### src/rtl/tlul_dw64_to_dw32_bridge_if.sv
// Bundles the 64-bit upstream TL-UL port and the 32-bit downstream TL-UL port.
// Signal suffixes are written from the bridge's point of view.
// The slave modport is the bridge; the master modport is its environment,
// which drives upstream requests and answers downstream beats.
interface tlul_dw64_to_dw32_bridge_if #(
    parameter int AW  = 32,
    parameter int AIW = 8
);
    logic           up_a_valid_i;
    logic           up_a_ready_o;
    logic [2:0]     up_a_opcode_i;
    logic [1:0]     up_a_size_i;
    logic [AIW-1:0] up_a_source_i;
    logic [AW-1:0]  up_a_address_i;
    logic [7:0]     up_a_mask_i;
    logic [63:0]    up_a_data_i;

    logic           up_d_valid_o;
    logic           up_d_ready_i;
    logic [2:0]     up_d_opcode_o;
    logic [1:0]     up_d_size_o;
    logic [AIW-1:0] up_d_source_o;
    logic [63:0]    up_d_data_o;
    logic           up_d_error_o;

    logic           dn_a_valid_o;
    logic           dn_a_ready_i;
    logic [2:0]     dn_a_opcode_o;
    logic [1:0]     dn_a_size_o;
    logic [AIW-1:0] dn_a_source_o;
    logic [AW-1:0]  dn_a_address_o;
    logic [3:0]     dn_a_mask_o;
    logic [31:0]    dn_a_data_o;

    logic           dn_d_valid_i;
    logic           dn_d_ready_o;
    logic [31:0]    dn_d_data_i;
    logic           dn_d_error_i;

    modport slave (
        input  up_a_valid_i, up_a_opcode_i, up_a_size_i, up_a_source_i,
               up_a_address_i, up_a_mask_i, up_a_data_i, up_d_ready_i,
               dn_a_ready_i, dn_d_valid_i, dn_d_data_i, dn_d_error_i,
        output up_a_ready_o, up_d_valid_o, up_d_opcode_o, up_d_size_o,
               up_d_source_o, up_d_data_o, up_d_error_o,
               dn_a_valid_o, dn_a_opcode_o, dn_a_size_o, dn_a_source_o,
               dn_a_address_o, dn_a_mask_o, dn_a_data_o, dn_d_ready_o
    );

    modport master (
        output up_a_valid_i, up_a_opcode_i, up_a_size_i, up_a_source_i,
               up_a_address_i, up_a_mask_i, up_a_data_i, up_d_ready_i,
               dn_a_ready_i, dn_d_valid_i, dn_d_data_i, dn_d_error_i,
        input  up_a_ready_o, up_d_valid_o, up_d_opcode_o, up_d_size_o,
               up_d_source_o, up_d_data_o, up_d_error_o,
               dn_a_valid_o, dn_a_opcode_o, dn_a_size_o, dn_a_source_o,
               dn_a_address_o, dn_a_mask_o, dn_a_data_o, dn_d_ready_o
    );
endinterface

### src/rtl/tlul_dw64_to_dw32_bridge.sv
// 64-bit to 32-bit TL-UL width adapter.
// Splits each upstream request into a lower and/or upper 32-bit beat (lower
// first), merges the returned words and errors, and answers with a single
// 64-bit response. Only one upstream transaction is in flight at a time.
module tlul_dw64_to_dw32_bridge #(
    parameter int AW  = 32,
    parameter int AIW = 8
) (
    input logic                       clk_i,
    input logic                       rst_ni,
    tlul_dw64_to_dw32_bridge_if.slave bus
);
    typedef enum logic [2:0] {
        IDLE   = 3'd0,
        LO_REQ = 3'd1,
        LO_RSP = 3'd2,
        HI_REQ = 3'd3,
        HI_RSP = 3'd4,
        RESP   = 3'd5
    } state_e;

    localparam logic [2:0] OP_PUT_FULL    = 3'd0;
    localparam logic [2:0] OP_PUT_PARTIAL = 3'd1;
    localparam logic [2:0] OP_GET         = 3'd4;

    state_e         state_q, state_d;
    logic [2:0]     opcode_q, opcode_d;
    logic [1:0]     size_q, size_d;
    logic [AIW-1:0] source_q, source_d;
    logic [AW-4:0]  addr_hi_q, addr_hi_d;
    logic [1:0]     addr_lo_q, addr_lo_d;
    logic [7:0]     mask_q, mask_d;
    logic [63:0]    wdata_q, wdata_d;
    logic [63:0]    rdata_q, rdata_d;
    logic           error_q, error_d;

    logic           illegal;
    logic           beat_hi;
    logic [3:0]     beat_mask;

    // A request is rejected for an unknown opcode, an empty mask or a misaligned word/dword access
    always_comb begin
        illegal = 1'b0;
        if ((bus.up_a_opcode_i != OP_PUT_FULL) && (bus.up_a_opcode_i != OP_PUT_PARTIAL) &&
            (bus.up_a_opcode_i != OP_GET)) begin
            illegal = 1'b1;
        end
        if (bus.up_a_mask_i == 8'h00) begin
            illegal = 1'b1;
        end
        if ((bus.up_a_size_i == 2'd3) && (bus.up_a_address_i[2:0] != 3'b000)) begin
            illegal = 1'b1;
        end
        if ((bus.up_a_size_i == 2'd2) && (bus.up_a_address_i[1:0] != 2'b00)) begin
            illegal = 1'b1;
        end
    end

    // Next-state logic: latch the request, sequence the beats, merge responses
    always_comb begin
        state_d   = state_q;
        opcode_d  = opcode_q;
        size_d    = size_q;
        source_d  = source_q;
        addr_hi_d = addr_hi_q;
        addr_lo_d = addr_lo_q;
        mask_d    = mask_q;
        wdata_d   = wdata_q;
        rdata_d   = rdata_q;
        error_d   = error_q;
        case (state_q)
            IDLE: begin
                if (bus.up_a_valid_i) begin
                    opcode_d  = bus.up_a_opcode_i;
                    size_d    = bus.up_a_size_i;
                    source_d  = bus.up_a_source_i;
                    addr_hi_d = bus.up_a_address_i[AW-1:3];
                    addr_lo_d = bus.up_a_address_i[1:0];
                    mask_d    = bus.up_a_mask_i;
                    wdata_d   = bus.up_a_data_i;
                    rdata_d   = '0;
                    error_d   = illegal;
                    if (illegal) begin
                        state_d = RESP;
                    end else if (|bus.up_a_mask_i[3:0]) begin
                        state_d = LO_REQ;
                    end else begin
                        state_d = HI_REQ;
                    end
                end
            end
            LO_REQ: begin
                if (bus.dn_a_ready_i) begin
                    state_d = LO_RSP;
                end
            end
            LO_RSP: begin
                if (bus.dn_d_valid_i) begin
                    rdata_d[31:0] = bus.dn_d_data_i;
                    error_d       = error_q | bus.dn_d_error_i;
                    state_d       = (|mask_q[7:4]) ? HI_REQ : RESP;
                end
            end
            HI_REQ: begin
                if (bus.dn_a_ready_i) begin
                    state_d = HI_RSP;
                end
            end
            HI_RSP: begin
                if (bus.dn_d_valid_i) begin
                    rdata_d[63:32] = bus.dn_d_data_i;
                    error_d        = error_q | bus.dn_d_error_i;
                    state_d        = RESP;
                end
            end
            RESP: begin
                if (bus.up_d_ready_i) begin
                    state_d = IDLE;
                end
            end
            default: begin
                state_d = IDLE;
            end
        endcase
    end

    // State and transaction registers; reset aborts any transaction in flight
    always_ff @(posedge clk_i or negedge rst_ni) begin
        if (!rst_ni) begin
            state_q   <= IDLE;
            opcode_q  <= '0;
            size_q    <= '0;
            source_q  <= '0;
            addr_hi_q <= '0;
            addr_lo_q <= '0;
            mask_q    <= '0;
            wdata_q   <= '0;
            rdata_q   <= '0;
            error_q   <= 1'b0;
        end else begin
            state_q   <= state_d;
            opcode_q  <= opcode_d;
            size_q    <= size_d;
            source_q  <= source_d;
            addr_hi_q <= addr_hi_d;
            addr_lo_q <= addr_lo_d;
            mask_q    <= mask_d;
            wdata_q   <= wdata_d;
            rdata_q   <= rdata_d;
            error_q   <= error_d;
        end
    end

    assign beat_hi   = (state_q == HI_REQ);
    assign beat_mask = beat_hi ? mask_q[7:4] : mask_q[3:0];

    assign bus.up_a_ready_o = (state_q == IDLE);

    assign bus.dn_a_valid_o   = (state_q == LO_REQ) || (state_q == HI_REQ);
    assign bus.dn_a_opcode_o  = (opcode_q == OP_GET) ? OP_GET :
                                ((beat_mask == 4'hF) ? OP_PUT_FULL : OP_PUT_PARTIAL);
    assign bus.dn_a_size_o    = (size_q == 2'd3) ? 2'd2 : size_q;
    assign bus.dn_a_source_o  = source_q;
    assign bus.dn_a_address_o = {addr_hi_q, beat_hi, addr_lo_q};
    assign bus.dn_a_mask_o    = beat_mask;
    assign bus.dn_a_data_o    = beat_hi ? wdata_q[63:32] : wdata_q[31:0];
    assign bus.dn_d_ready_o   = (state_q == LO_RSP) || (state_q == HI_RSP);

    assign bus.up_d_valid_o  = (state_q == RESP);
    assign bus.up_d_opcode_o = (opcode_q == OP_GET) ? 3'd1 : 3'd0;
    assign bus.up_d_size_o   = size_q;
    assign bus.up_d_source_o = source_q;
    assign bus.up_d_data_o   = (opcode_q == OP_GET) ? rdata_q : 64'h0;
    assign bus.up_d_error_o  = error_q;
endmodule

### src/flat_wrapper.sv
// flat-port wrapper written by rule: the top's interface ports become plain ports
module tlul_dw64_to_dw32_bridge_flat 
#(
    parameter int AW  = 32,
    parameter int AIW = 8
)
  (clk_i, rst_ni, bus_up_a_valid_i, bus_up_a_opcode_i, bus_up_a_size_i, bus_up_a_source_i, bus_up_a_address_i, bus_up_a_mask_i, bus_up_a_data_i, bus_up_d_ready_i, bus_dn_a_ready_i, bus_dn_d_valid_i, bus_dn_d_data_i, bus_dn_d_error_i, bus_up_a_ready_o, bus_up_d_valid_o, bus_up_d_opcode_o, bus_up_d_size_o, bus_up_d_source_o, bus_up_d_data_o, bus_up_d_error_o, bus_dn_a_valid_o, bus_dn_a_opcode_o, bus_dn_a_size_o, bus_dn_a_source_o, bus_dn_a_address_o, bus_dn_a_mask_o, bus_dn_a_data_o, bus_dn_d_ready_o);
  tlul_dw64_to_dw32_bridge_if #(.AW(AW), .AIW(AIW)) bus_i ();
  input logic clk_i;
  input logic rst_ni;
  input wire logic [$bits(bus_i.up_a_valid_i)-1:0] bus_up_a_valid_i;
  input wire logic [$bits(bus_i.up_a_opcode_i)-1:0] bus_up_a_opcode_i;
  input wire logic [$bits(bus_i.up_a_size_i)-1:0] bus_up_a_size_i;
  input wire logic [$bits(bus_i.up_a_source_i)-1:0] bus_up_a_source_i;
  input wire logic [$bits(bus_i.up_a_address_i)-1:0] bus_up_a_address_i;
  input wire logic [$bits(bus_i.up_a_mask_i)-1:0] bus_up_a_mask_i;
  input wire logic [$bits(bus_i.up_a_data_i)-1:0] bus_up_a_data_i;
  input wire logic [$bits(bus_i.up_d_ready_i)-1:0] bus_up_d_ready_i;
  input wire logic [$bits(bus_i.dn_a_ready_i)-1:0] bus_dn_a_ready_i;
  input wire logic [$bits(bus_i.dn_d_valid_i)-1:0] bus_dn_d_valid_i;
  input wire logic [$bits(bus_i.dn_d_data_i)-1:0] bus_dn_d_data_i;
  input wire logic [$bits(bus_i.dn_d_error_i)-1:0] bus_dn_d_error_i;
  output wire logic [$bits(bus_i.up_a_ready_o)-1:0] bus_up_a_ready_o;
  output wire logic [$bits(bus_i.up_d_valid_o)-1:0] bus_up_d_valid_o;
  output wire logic [$bits(bus_i.up_d_opcode_o)-1:0] bus_up_d_opcode_o;
  output wire logic [$bits(bus_i.up_d_size_o)-1:0] bus_up_d_size_o;
  output wire logic [$bits(bus_i.up_d_source_o)-1:0] bus_up_d_source_o;
  output wire logic [$bits(bus_i.up_d_data_o)-1:0] bus_up_d_data_o;
  output wire logic [$bits(bus_i.up_d_error_o)-1:0] bus_up_d_error_o;
  output wire logic [$bits(bus_i.dn_a_valid_o)-1:0] bus_dn_a_valid_o;
  output wire logic [$bits(bus_i.dn_a_opcode_o)-1:0] bus_dn_a_opcode_o;
  output wire logic [$bits(bus_i.dn_a_size_o)-1:0] bus_dn_a_size_o;
  output wire logic [$bits(bus_i.dn_a_source_o)-1:0] bus_dn_a_source_o;
  output wire logic [$bits(bus_i.dn_a_address_o)-1:0] bus_dn_a_address_o;
  output wire logic [$bits(bus_i.dn_a_mask_o)-1:0] bus_dn_a_mask_o;
  output wire logic [$bits(bus_i.dn_a_data_o)-1:0] bus_dn_a_data_o;
  output wire logic [$bits(bus_i.dn_d_ready_o)-1:0] bus_dn_d_ready_o;
  assign bus_i.up_a_valid_i = bus_up_a_valid_i;
  assign bus_i.up_a_opcode_i = bus_up_a_opcode_i;
  assign bus_i.up_a_size_i = bus_up_a_size_i;
  assign bus_i.up_a_source_i = bus_up_a_source_i;
  assign bus_i.up_a_address_i = bus_up_a_address_i;
  assign bus_i.up_a_mask_i = bus_up_a_mask_i;
  assign bus_i.up_a_data_i = bus_up_a_data_i;
  assign bus_i.up_d_ready_i = bus_up_d_ready_i;
  assign bus_i.dn_a_ready_i = bus_dn_a_ready_i;
  assign bus_i.dn_d_valid_i = bus_dn_d_valid_i;
  assign bus_i.dn_d_data_i = bus_dn_d_data_i;
  assign bus_i.dn_d_error_i = bus_dn_d_error_i;
  assign bus_up_a_ready_o = bus_i.up_a_ready_o;
  assign bus_up_d_valid_o = bus_i.up_d_valid_o;
  assign bus_up_d_opcode_o = bus_i.up_d_opcode_o;
  assign bus_up_d_size_o = bus_i.up_d_size_o;
  assign bus_up_d_source_o = bus_i.up_d_source_o;
  assign bus_up_d_data_o = bus_i.up_d_data_o;
  assign bus_up_d_error_o = bus_i.up_d_error_o;
  assign bus_dn_a_valid_o = bus_i.dn_a_valid_o;
  assign bus_dn_a_opcode_o = bus_i.dn_a_opcode_o;
  assign bus_dn_a_size_o = bus_i.dn_a_size_o;
  assign bus_dn_a_source_o = bus_i.dn_a_source_o;
  assign bus_dn_a_address_o = bus_i.dn_a_address_o;
  assign bus_dn_a_mask_o = bus_i.dn_a_mask_o;
  assign bus_dn_a_data_o = bus_i.dn_a_data_o;
  assign bus_dn_d_ready_o = bus_i.dn_d_ready_o;
  tlul_dw64_to_dw32_bridge #(.AW(AW), .AIW(AIW)) u_core (.clk_i(clk_i), .rst_ni(rst_ni), .bus(bus_i));
endmodule
### config.mk
export PLATFORM = sky130hd
export DESIGN_NAME = tlul_dw64_to_dw32_bridge_flat
export DESIGN_NICKNAME = d
export VERILOG_FILES = /design/src/rtl/tlul_dw64_to_dw32_bridge_if.sv /design/src/rtl/tlul_dw64_to_dw32_bridge.sv /design/src/flat_wrapper.sv
export SDC_FILE = /design/constraint.sdc
export NUM_CORES = 1
export LEC_CHECK = 0
export CAP_MARGIN = 15
export CORE_MARGIN = 3
export CORE_UTILIZATION = 44
export DETAILED_ROUTE_END_ITERATION = 6
export GPL_ROUTABILITY_DRIVEN = 1
export PLACE_DENSITY = 0.78
export SYNTH_ARGS = -nofsm -noshare
export SYNTH_HDL_FRONTEND = slang
export SYNTH_SLANG_ARGS = --single-unit
### constraint.sdc
create_clock -name clk_i -period 2.45 [get_ports clk_i]
set_input_delay 0.49 -clock clk_i [delete_from_list [all_inputs] [get_ports clk_i]]
set_output_delay 0.49 -clock clk_i [all_outputs]
set_load 0.03 [all_outputs]
==> results of run 1 <==
## flip-flops by register name, summed over array words and instances (netlist names)
register and cells:
u_core.mask_q 8, u_core.addr_hi_q 29, u_core.wdata_q 64, u_core.opcode_q 3, u_core.bus.up_d_size_o 2, u_core.rdata_q 64, u_core.bus.up_d_error_o 1, u_core.state_q 3
u_core.bus.dn_a_source_o 8, u_core.addr_lo_q 2
## worst max-delay path by stage
stage / end / depth (start not counted) / slack (ps)
after floorplan: bus_dn_a_opcode_o[0] / 6 / 100
after global placement: bus_dn_a_data_o[2] / 5 / 50
after detailed placement: bus_dn_a_data_o[0] / 5 / 0.9
after CTS: bus_dn_a_opcode_o[0] / 7 / -180
after global routing: bus_dn_a_opcode_o[0] / 7 / -200
final: bus_dn_a_opcode_o[0] / 7 / -140
## worst max-delay path, cell delays in order, from the launching register on
cell and delay, ps:
dfrtp_1 390, nand2b_4 140, or2_4 250, buf_6 130, buf_6 120, mux2_4 300, a41oi_2 190, buf_6 160
## through the flow
step | TNS, ps | util | cell area (sq um)
after floorplan | 0 | - | 8240
after global placement | 0 | 0.631 | 11500
after detailed placement | 0 | 0.631 | 11500
after CTS | -381 | 0.659 | 12000
after global routing | -2180 | 0.675 | 12200
final | -849 | 0.675 | 12200
## logic make-up (layout without fill, tap and decap cells)
logic type / count (synthesis) / in the layout / share of synthesized area
compound gates: 50 / 50 / 0.0353
buf+inv: 64 / 381 / 0.0450
flops: 184 / 184 / 0.560
mux: 154 / 154 / 0.212
other cells: 1 / 3 / 0.000456
simple gates: 252 / 252 / 0.148
## timing repair
item                       in CTS  in global routing
gates cloned                    0                  3
buffers inserted                3                  3
resized for setup             171                109
pin swaps                       2                  1
setup endpoints to repair      41                 37
## metal layers
layer  global-route usage  wire length, um  vias to the layer above
met1                0.279             9820                     3057
li1                     -                -                     2968
met4               0.0720              514                        0
met2                0.357            11200                      232
met5                    0                0                        -
met3               0.0837             2070                       29
## layout make-up
cell class	count	area [sq um]
multi-input combinational	459	3330
inverter	3	11.3
tap	229	287
timing repair buffer	346	3430
clock inverter	13	144
clock buffer	19	443
sequential	184	4600
fill	1386	5900
## synthesized netlist by cell type (all sizes together), types with 3 or more instances
master / n / area (sq um)
mux2: 154 / 1750
a21oi: 5 / 25.0
nand2: 132 / 495
clkbuf: 20 / 75.1
dfrtp: 184 / 4600
nand2b: 3 / 28.8
nor2: 5 / 18.8
buf: 41 / 284
o21ai: 34 / 170
nand3: 33 / 165
inv: 3 / 11.3
and2: 68 / 425
## power groups by stage
stage | Clock (W) | Sequential (W) | Combinational [W]
final | 0.00276 | 0.00508 | 0.00759
after detailed placement | 0 | 0.00511 | 0.00732
after global routing | 0.00296 | 0.00523 | 0.00808
after floorplan | 0 | 0.00556 | 0.00385
after global placement | 0 | 0.00510 | 0.00718
after CTS | 0.00282 | 0.00506 | 0.00715
==> metrics, run 1 <==
status=finished, violations left; violated checks=setup timing; initial antenna violation count=0; Area growth syn-to-layout=48.8%; R2R depth=5; CP arrival=approximately 2100 ps; Total Nets Final=approximately 1200; total CTS buffers=17; RePlAce Congestion=0.837; min-delay worst type=primary input to async pin; commonest non-fill, non-tap cell in the layout=clkdlybuf4s50_1; Int Pwr=between 0.009 and 0.01 W; GRT Overall Usage=0.222; initial drt markers=roughly 240; PD cells=roughly 1300 mW/mm^2; cell count after synthesis=between 700 and 800; # rows=between 40 and 50; worst-case clock buffer depth=2; Setup CP Type=flop to primary output; leak pwr=5.58 nW; die area=about 0.020 sq mm; final hold viol count=0; PnR Total Power=about 0.015 W; Finish-stage setup viols=24; Comb power frac=0.492; CTS Hold Bufs=0; DR vias=~6300; Req. time, crit path=1960 ps; DR vias/cell=~5.0; Post-synth ARST share=1.00; Primary FF master, synth=dfrtp_1; synthesized flop and latch total=roughly 180; detailed placement HPWL=between 15 and 20 mm; grt total ovfl=0; Seq/Total Area, Yosys=0.560; Initial Utilization=0.453; first-pass GRT wire length=approximately 35 mm; CP Launch Point=u_core.state_q[2]; Total Wirelength=between 20 and 25 mm; Inserted Diodes=0; pre-CTS WS=around 0.9 ps; ANT nets after route=0; Hold Slack=between 20 and 25 ps; R2R setup slack=between 600 and 700 ps; H-tree depth=4; Synth Cell Area=slightly above 0.008 sq mm; type of element capturing the critical path=primary output; Cells after DPL=1212; number of global-route vias before repair=~6400; clock network power share=0.179; slew margin rel.=0.629; Worst-path clk slew=70 ps; Synthesis Warnings=0; Distinct cells, synth=39; Core Region=between 0.015 and 0.02 sq mm; Post-Layout Cell Count=around 1300; max-cap violations=0; # port buffers=approximately 320; Final WS setup=-139 ps; Ports=between 300 and 400; DR WL/cell=around 19 um; ratio of cells with drive above 1 in the final layout=0.200; Seq pwr share=0.329; critical path peak fanout=3; Critical Path Start Type=flop; Syn Area/Cell=11.7 sq um; CTS tree=yes; Max VDD drop=~0.78 mV; Slew @ Worst Pin=~560 ps; period utilisation layout=1.06; RSZ-0062 raised after global routing=yes; Post-synth EDFFs=0; clock latency at the later pin of the worst-skew pair=roughly 430 ps; clock root buffer=clkbuf_16; DRC viols=0; r2r endpoint=u_core.wdata_q[12]; skew final=slightly above 7 ps; First-pass DRT Iterations=6; Vert. Die Dim=~140 um; Final Max Tran Viols=0; Die X=roughly 140 um; Switching Share=0.397; most frequent cells in the layout=clkdlybuf4s50_1, dfrtp_1, nand2_1, mux2_1, buf_4; switching power=slightly above 0.006 W; Sink Count=between 150 and 200; fin crit period=~2600 ps; fmax=just under 400 MHz; R2R Path Start=u_core.state_q[2]; largest net degree at the start of global routing=65
(Power assumes the default switching activity.)
==> run 2, diff against run 1 <==
SETUP_SLACK_MARGIN = 0.02   (was unset)
==> run 2 against run 1 <==
  * The flow still finishes with violations (setup timing)
  * Sequential power about the same
  * Final cell count stayed put
  * Die area did not move
  * Global-route usage about the same
  * Combinational power about the same
  * Wire length decreased by 0.48%
  * Sequential share of layout area barely moved
  * First-iteration DRC count increased by 0.42%
  * Cell area decreased by 0.10%
  * Clock skew about the same
  * Register-to-register slack about the same
  * Hold slack better by 1.5 ps
  * Critical endpoint unchanged
  * Highest routed layer unchanged
==> metrics, run 2 (synthesis results as in run 1) <==
largest net degree at the start of global routing=65; Hold Slack=24.5 ps; Total Wirelength=23.5 mm; number of global-route vias before repair=roughly 6400; DR vias/cell=5.00; final hold viol count=0; worst-case clock buffer depth=2; Vert. Die Dim=around 140 um; Slew @ Worst Pin=approximately 560 ps; min-delay worst type=primary input to async pin; Comb power frac=0.492; DRC viols=0; Sink Count=~180; Core Region=0.0181 sq mm; Ports=between 300 and 400; CTS Hold Bufs=0; Critical Path Start Type=flop; CP arrival=~2100 ps; RePlAce Congestion=around 0.84; initial drt markers=between 200 and 250; Setup CP Type=flop to primary output; R2R depth=5; post-route cell area=0.0122 sq mm; CTS tree=yes; GRT Overall Usage=0.222; switching power=0.00609 W; grt total ovfl=0; Max VDD drop=just under 0.8 mV; leak pwr=between 5 and 6 nW; total CTS buffers=17; period utilisation layout=1.06; Req. time, crit path=between 1500 and 2000 ps; skew final=just over 7 ps; first-pass GRT wire length=around 35 mm; fin crit period=about 2600 ps; initial antenna violation count=0; DR WL/cell=18.7 um; status=finished, violations left; ANT nets after route=0; Switching Share=0.396; H-tree depth=4; DR vias=between 6000 and 7000; Int Pwr=about 0.0093 W; Finish-stage setup viols=23; Inserted Diodes=0; PD cells=roughly 1300 mW/mm^2; Top Registers=u_core.rdata_q: 64 flops, u_core.wdata_q: 64 flops, u_core.addr_hi_q: 29 flops; clock root buffer=clkbuf_16; die area=approximately 0.02 sq mm; detailed placement HPWL=16.6 mm; Final Max Tran Viols=0; clock latency at the later pin of the worst-skew pair=about 430 ps; type of element capturing the critical path=primary output; commonest non-fill, non-tap cell in the layout=clkdlybuf4s50_1; most frequent cells in the layout=clkdlybuf4s50_1, dfrtp_1, nand2_1, mux2_1, buf_4; violated checks=setup timing; Initial Utilization=0.453; slew margin rel.=0.630; r2r endpoint=u_core.bus.dn_a_source_o[6]; # port buffers=between 300 and 400; Setup TNS=-907 ps; R2R Path Start=u_core.state_q[2]; fmax=~390 MHz; Final WS setup=-135 ps; Total Nets Final=roughly 1200; First-pass DRT Iterations=4; critical path peak fanout=3; Seq pwr share=0.330; RSZ-0062 raised after global routing=yes; PnR Total Power=approximately 0.015 W; # rows=49; end of the critical path=bus_dn_a_opcode_o[0]; CP Launch Point=u_core.state_q[2]; ratio of cells with drive above 1 in the final layout=0.200; R2R setup slack=about 660 ps; clock network power share=0.178; Worst-path clk slew=approximately 70 ps; Die X=approximately 140 um; max-cap violations=0; Area growth syn-to-layout=48.7%; Area after DPL=around 0.011 sq mm
## run 2: changes by cell type in the layout (fill, tap and decap cells not counted), sizes merged
cell,delta
buf,+1
clkbuf,-1
## run 2: stage by stage
stage / worst slack [ps] / util / cells
after floorplan: 98.6 / - / 707
after global placement: 53.8 / 0.631 / 1212
after detailed placement: 0.919 / 0.631 / 1212
after CTS: -178 / 0.661 / 1247
after global routing: -197 / 0.674 / 1253
final: -135 / 0.674 / 1253
## run 2: cell type report
cell class	instances	area [sq um]
clock buffers	19	443
inverters	3	11.3
well taps	229	287
multi-input cells	459	3320
clock inverters	13	144
flip-flops and latches	184	4600
repair buffers	346	3420
fillers	1394	5910
## run 2: worst max-delay path, stage by stage, from the launching register on
cell and delay [ps]:
dfrtp_1 390, nand2b_4 140, or2_4 250, buf_6 130, buf_6 120, mux2_4 300
a41oi_2 190, buf_6 160
## run 2: worst min path at each step
stage,start,to,slack [ps],cells past startpoint
finish,rst_ni,u_core.wdata_q[43],20,1
global route,rst_ni,u_core.wdata_q[43],40,1
CTS,rst_ni,u_core.wdata_q[10],40,1
detailed placement,u_core.rdata_q[49],u_core.rdata_q[49],450,2
global placement,u_core.rdata_q[43],u_core.rdata_q[43],440,2
floorplan,rst_ni,u_core.addr_hi_q[0],190,0
## run 2: per-layer routing
metal,routed length [um],track usage,up-vias
met1,9740,0.279,3046
met5,0,0,-
met2,11300,0.357,225
li1,-,-,2965
met3,2040,0.0837,28
met4,412,0.0720,0
## run 2: power by group through the flow
stage	registers (W)	clock network, W	logic (W)
floorplan	0.00556	0	0.00385
global placement	0.00510	0	0.00718
detailed placement	0.00511	0	0.00732
CTS	0.00506	0.00282	0.00722
global route	0.00523	0.00295	0.00805
finish	0.00507	0.00274	0.00756
## run 2: timing repair
item,CTS,global route
pin swaps,2,1
endpoints found under the setup margin,41,37
gates cloned,0,3
setup buffers,3,3
gates resized for setup,182,92
==> run 3, diff against run 2 <==
CELL_PAD_IN_SITES_DETAIL_PLACEMENT = 0   (was unset)
CELL_PAD_IN_SITES_GLOBAL_PLACEMENT = 1   (was unset)
CORE_UTILIZATION = 34   (was 44)
PLACE_DENSITY = 0.79   (was 0.78)
==> run 3 against run 2 <==
  * The flow still finishes with violations (setup timing)
  * Sequential power is essentially flat
  * Clock skew grew 7.8 ps
  * Cell area grew 1.4%
  * Flip-flop and latch count is the same
  * Setup slack gained 61 ps
  * Critical path depth shrank 1
  * Wire length grew 2.6%
  * Clock power is essentially flat
  * Global-route usage shrank 3.6 points
  * Fmax grew 2.4%
  * Critical path type unchanged
==> metrics, run 3 (synthesis results as in run 1) <==
Total Wirelength=between 20 and 25 mm; RSZ-0062 raised after global routing=yes; die area=about 0.026 sq mm; Die X=between 150 and 200 um; H-tree depth=4; first-pass GRT wire length=roughly 38 mm; peak per-stage delay on the critical path=approximately 380 ps; skew final=14.9 ps; status=finished, violations left; violated checks=setup timing; CP cell instances=nand2b_4, or2_4, buf_12, mux2_4, a41oi_2, buf_6; Inserted Diodes=0; R2R depth=5; Final Util=0.525; R2R Path Start=u_core.state_q[0]; initial drt markers=190; Area after DPL=about 0.012 sq mm; CP arrival=2030 ps; r2r endpoint=u_core.addr_lo_q[1]; Total Nets Final=1165; most frequent cells in the layout=clkdlybuf4s50_1, dfrtp_1, nand2_1, mux2_1, buf_4; Setup TNS=-116 ps; max-cap violations=0; # port buffers=roughly 320; grt total ovfl=0; min-delay worst type=flop to flop; DR WL/cell=approximately 18 um; RePlAce Congestion=0.778; post-route cell area=between 0.01 and 0.015 sq mm; hold depth=2; DR vias=6211; Vert. Die Dim=roughly 160 um; PD cells=approximately 1200 mW/mm^2; R2R setup slack=570 ps; Max VDD drop=between 0.5 and 0.6 mV; largest net degree at the start of global routing=59; GRT Overall Usage=0.186; Critical Path Start Type=flop; ratio of cells with drive above 1 in the final layout=0.206; DRC viols=0; Hold Path End=u_core.rdata_q[61]; clock latency at the later pin of the worst-skew pair=between 400 and 500 ps; type of element capturing the critical path=primary output; Setup CP Type=flop to primary output; detailed placement HPWL=17.7 mm; Worst-path clk slew=approximately 70 ps; CTS tree=yes; Final WS setup=-74.0 ps; slew margin rel.=0.610; critical path peak fanout=9; Core Region=between 0.02 and 0.025 sq mm; Hold Slack=~460 ps; # rows=56; Final Max Tran Viols=0; total CTS buffers=17; Ports=between 300 and 400; Sink Count=~180; Top Registers=u_core.rdata_q: 64 flops, u_core.wdata_q: 64 flops, u_core.addr_hi_q: 29 flops; leak pwr=approximately 5.6 nW; First-pass DRT Iterations=4; period utilisation layout=1.03; clock root buffer=clkbuf_16; worst-case clock buffer depth=2; Slowest-stage cell, CP=dfrtp_1; fin crit period=approximately 2500 ps; ANT nets after route=0; Slew @ Worst Pin=roughly 580 ps; DR vias/cell=4.63; Finish-stage setup viols=7; Bufs and invs on worst path=2; Area growth syn-to-layout=50.8%; filler cell count=between 2000 and 2500; commonest non-fill, non-tap cell in the layout=clkdlybuf4s50_1; fmax=396 MHz; Hold Startpoint=u_core.rdata_q[61]; Req. time, crit path=1960 ps; CP top delay family=simple AND/OR/NAND/NOR gates; final hold viol count=0; initial antenna violation count=0; number of global-route vias before repair=approximately 6600; Initial Utilization=0.348
[run 3: cell count changes in the layout (fill, tap and decap cells not counted), moves of 3 or more]
| cell | previous run | this run |
|---|---|---|
| inv_8 | 0 | 5 |
| mux2_2 | 13 | 4 |
| mux2_1 | 125 | 117 |
| clkinv_8 | 0 | 3 |
| clkinv_2 | 3 | 0 |
| buf_12 | 11 | 15 |
| mux2_4 | 16 | 33 |
[run 3: metrics by stage]
stage,worst slack [ps],cells,power (W)
4_1_cts,-104,1341,0.0157
5_1_grt,-147,1341,0.0164
3_3_place_gp,35.6,1302,0.0124
2_1_floorplan,98.6,707,0.00941
6_report,-74.0,1341,0.0155
3_5_place_dp,1.19,1302,0.0125
[run 3: area by class of cell]
type / count / area [sq um] / share of cell area
tap: 319 / 399 / 0.0322
clock buffer: 18 / 429 / 0.0346
multi-input combinational: 459 / 3390 / 0.273
clock inverter: 14 / 155 / 0.0125
sequential: 184 / 4600 / 0.371
inverter: 3 / 11.3 / 0.000908
timing repair buffer: 344 / 3420 / 0.276
[run 3: worst max path at each step]
stage	slack, ps	end	startpoint	depth (start not counted)
after global placement	40	bus_dn_a_data_o[6]	u_core.state_q[2]	5
final	-70	bus_dn_a_opcode_o[0]	u_core.state_q[2]	6
after CTS	-100	bus_dn_a_opcode_o[0]	u_core.state_q[2]	6
after detailed placement	1	bus_dn_a_data_o[15]	u_core.state_q[2]	5
after global routing	-150	bus_dn_a_opcode_o[0]	u_core.state_q[2]	6
after floorplan	100	bus_dn_a_opcode_o[0]	u_core.state_q[2]	6
[run 3: worst register-to-register path, cell delays in order, from the launching register on]
cell	delay [ps]
dfrtp_1	390
buf_4	180
nor3_2	230
and2_4	360
buf_4	260
mux2_1	350
[run 3: metal layers]
metal | global-route usage | up-vias | wire length (um)
met5 | 0 | - | 0
met2 | 0.304 | 222 | 11300
met3 | 0.0754 | 13 | 2420
li1 | - | 2954 | -
met1 | 0.237 | 3022 | 10200
met4 | 0.0344 | 0 | 147
[run 3: power by group]
part / switching (W) / leakage [nW] / internal (W) / total (W)
Clock: 0.00134 / 0.279 / 0.00137 / 0.00271
Sequential: 0.000705 / 2.29 / 0.00435 / 0.00505
Combinational: 0.00418 / 3.07 / 0.00355 / 0.00773
Total: 0.00623 / 5.65 / 0.00927 / 0.0155
[run 3: what timing repair did]
item                       in CTS  in global routing
cloned                          1                  0
hold endpoints to repair       22                  0
gates resized for setup       261                  3
pin swaps                       1                  1
setup endpoints to repair      41                 35
setup buffers                   5                  1
hold buffers                    1                  0
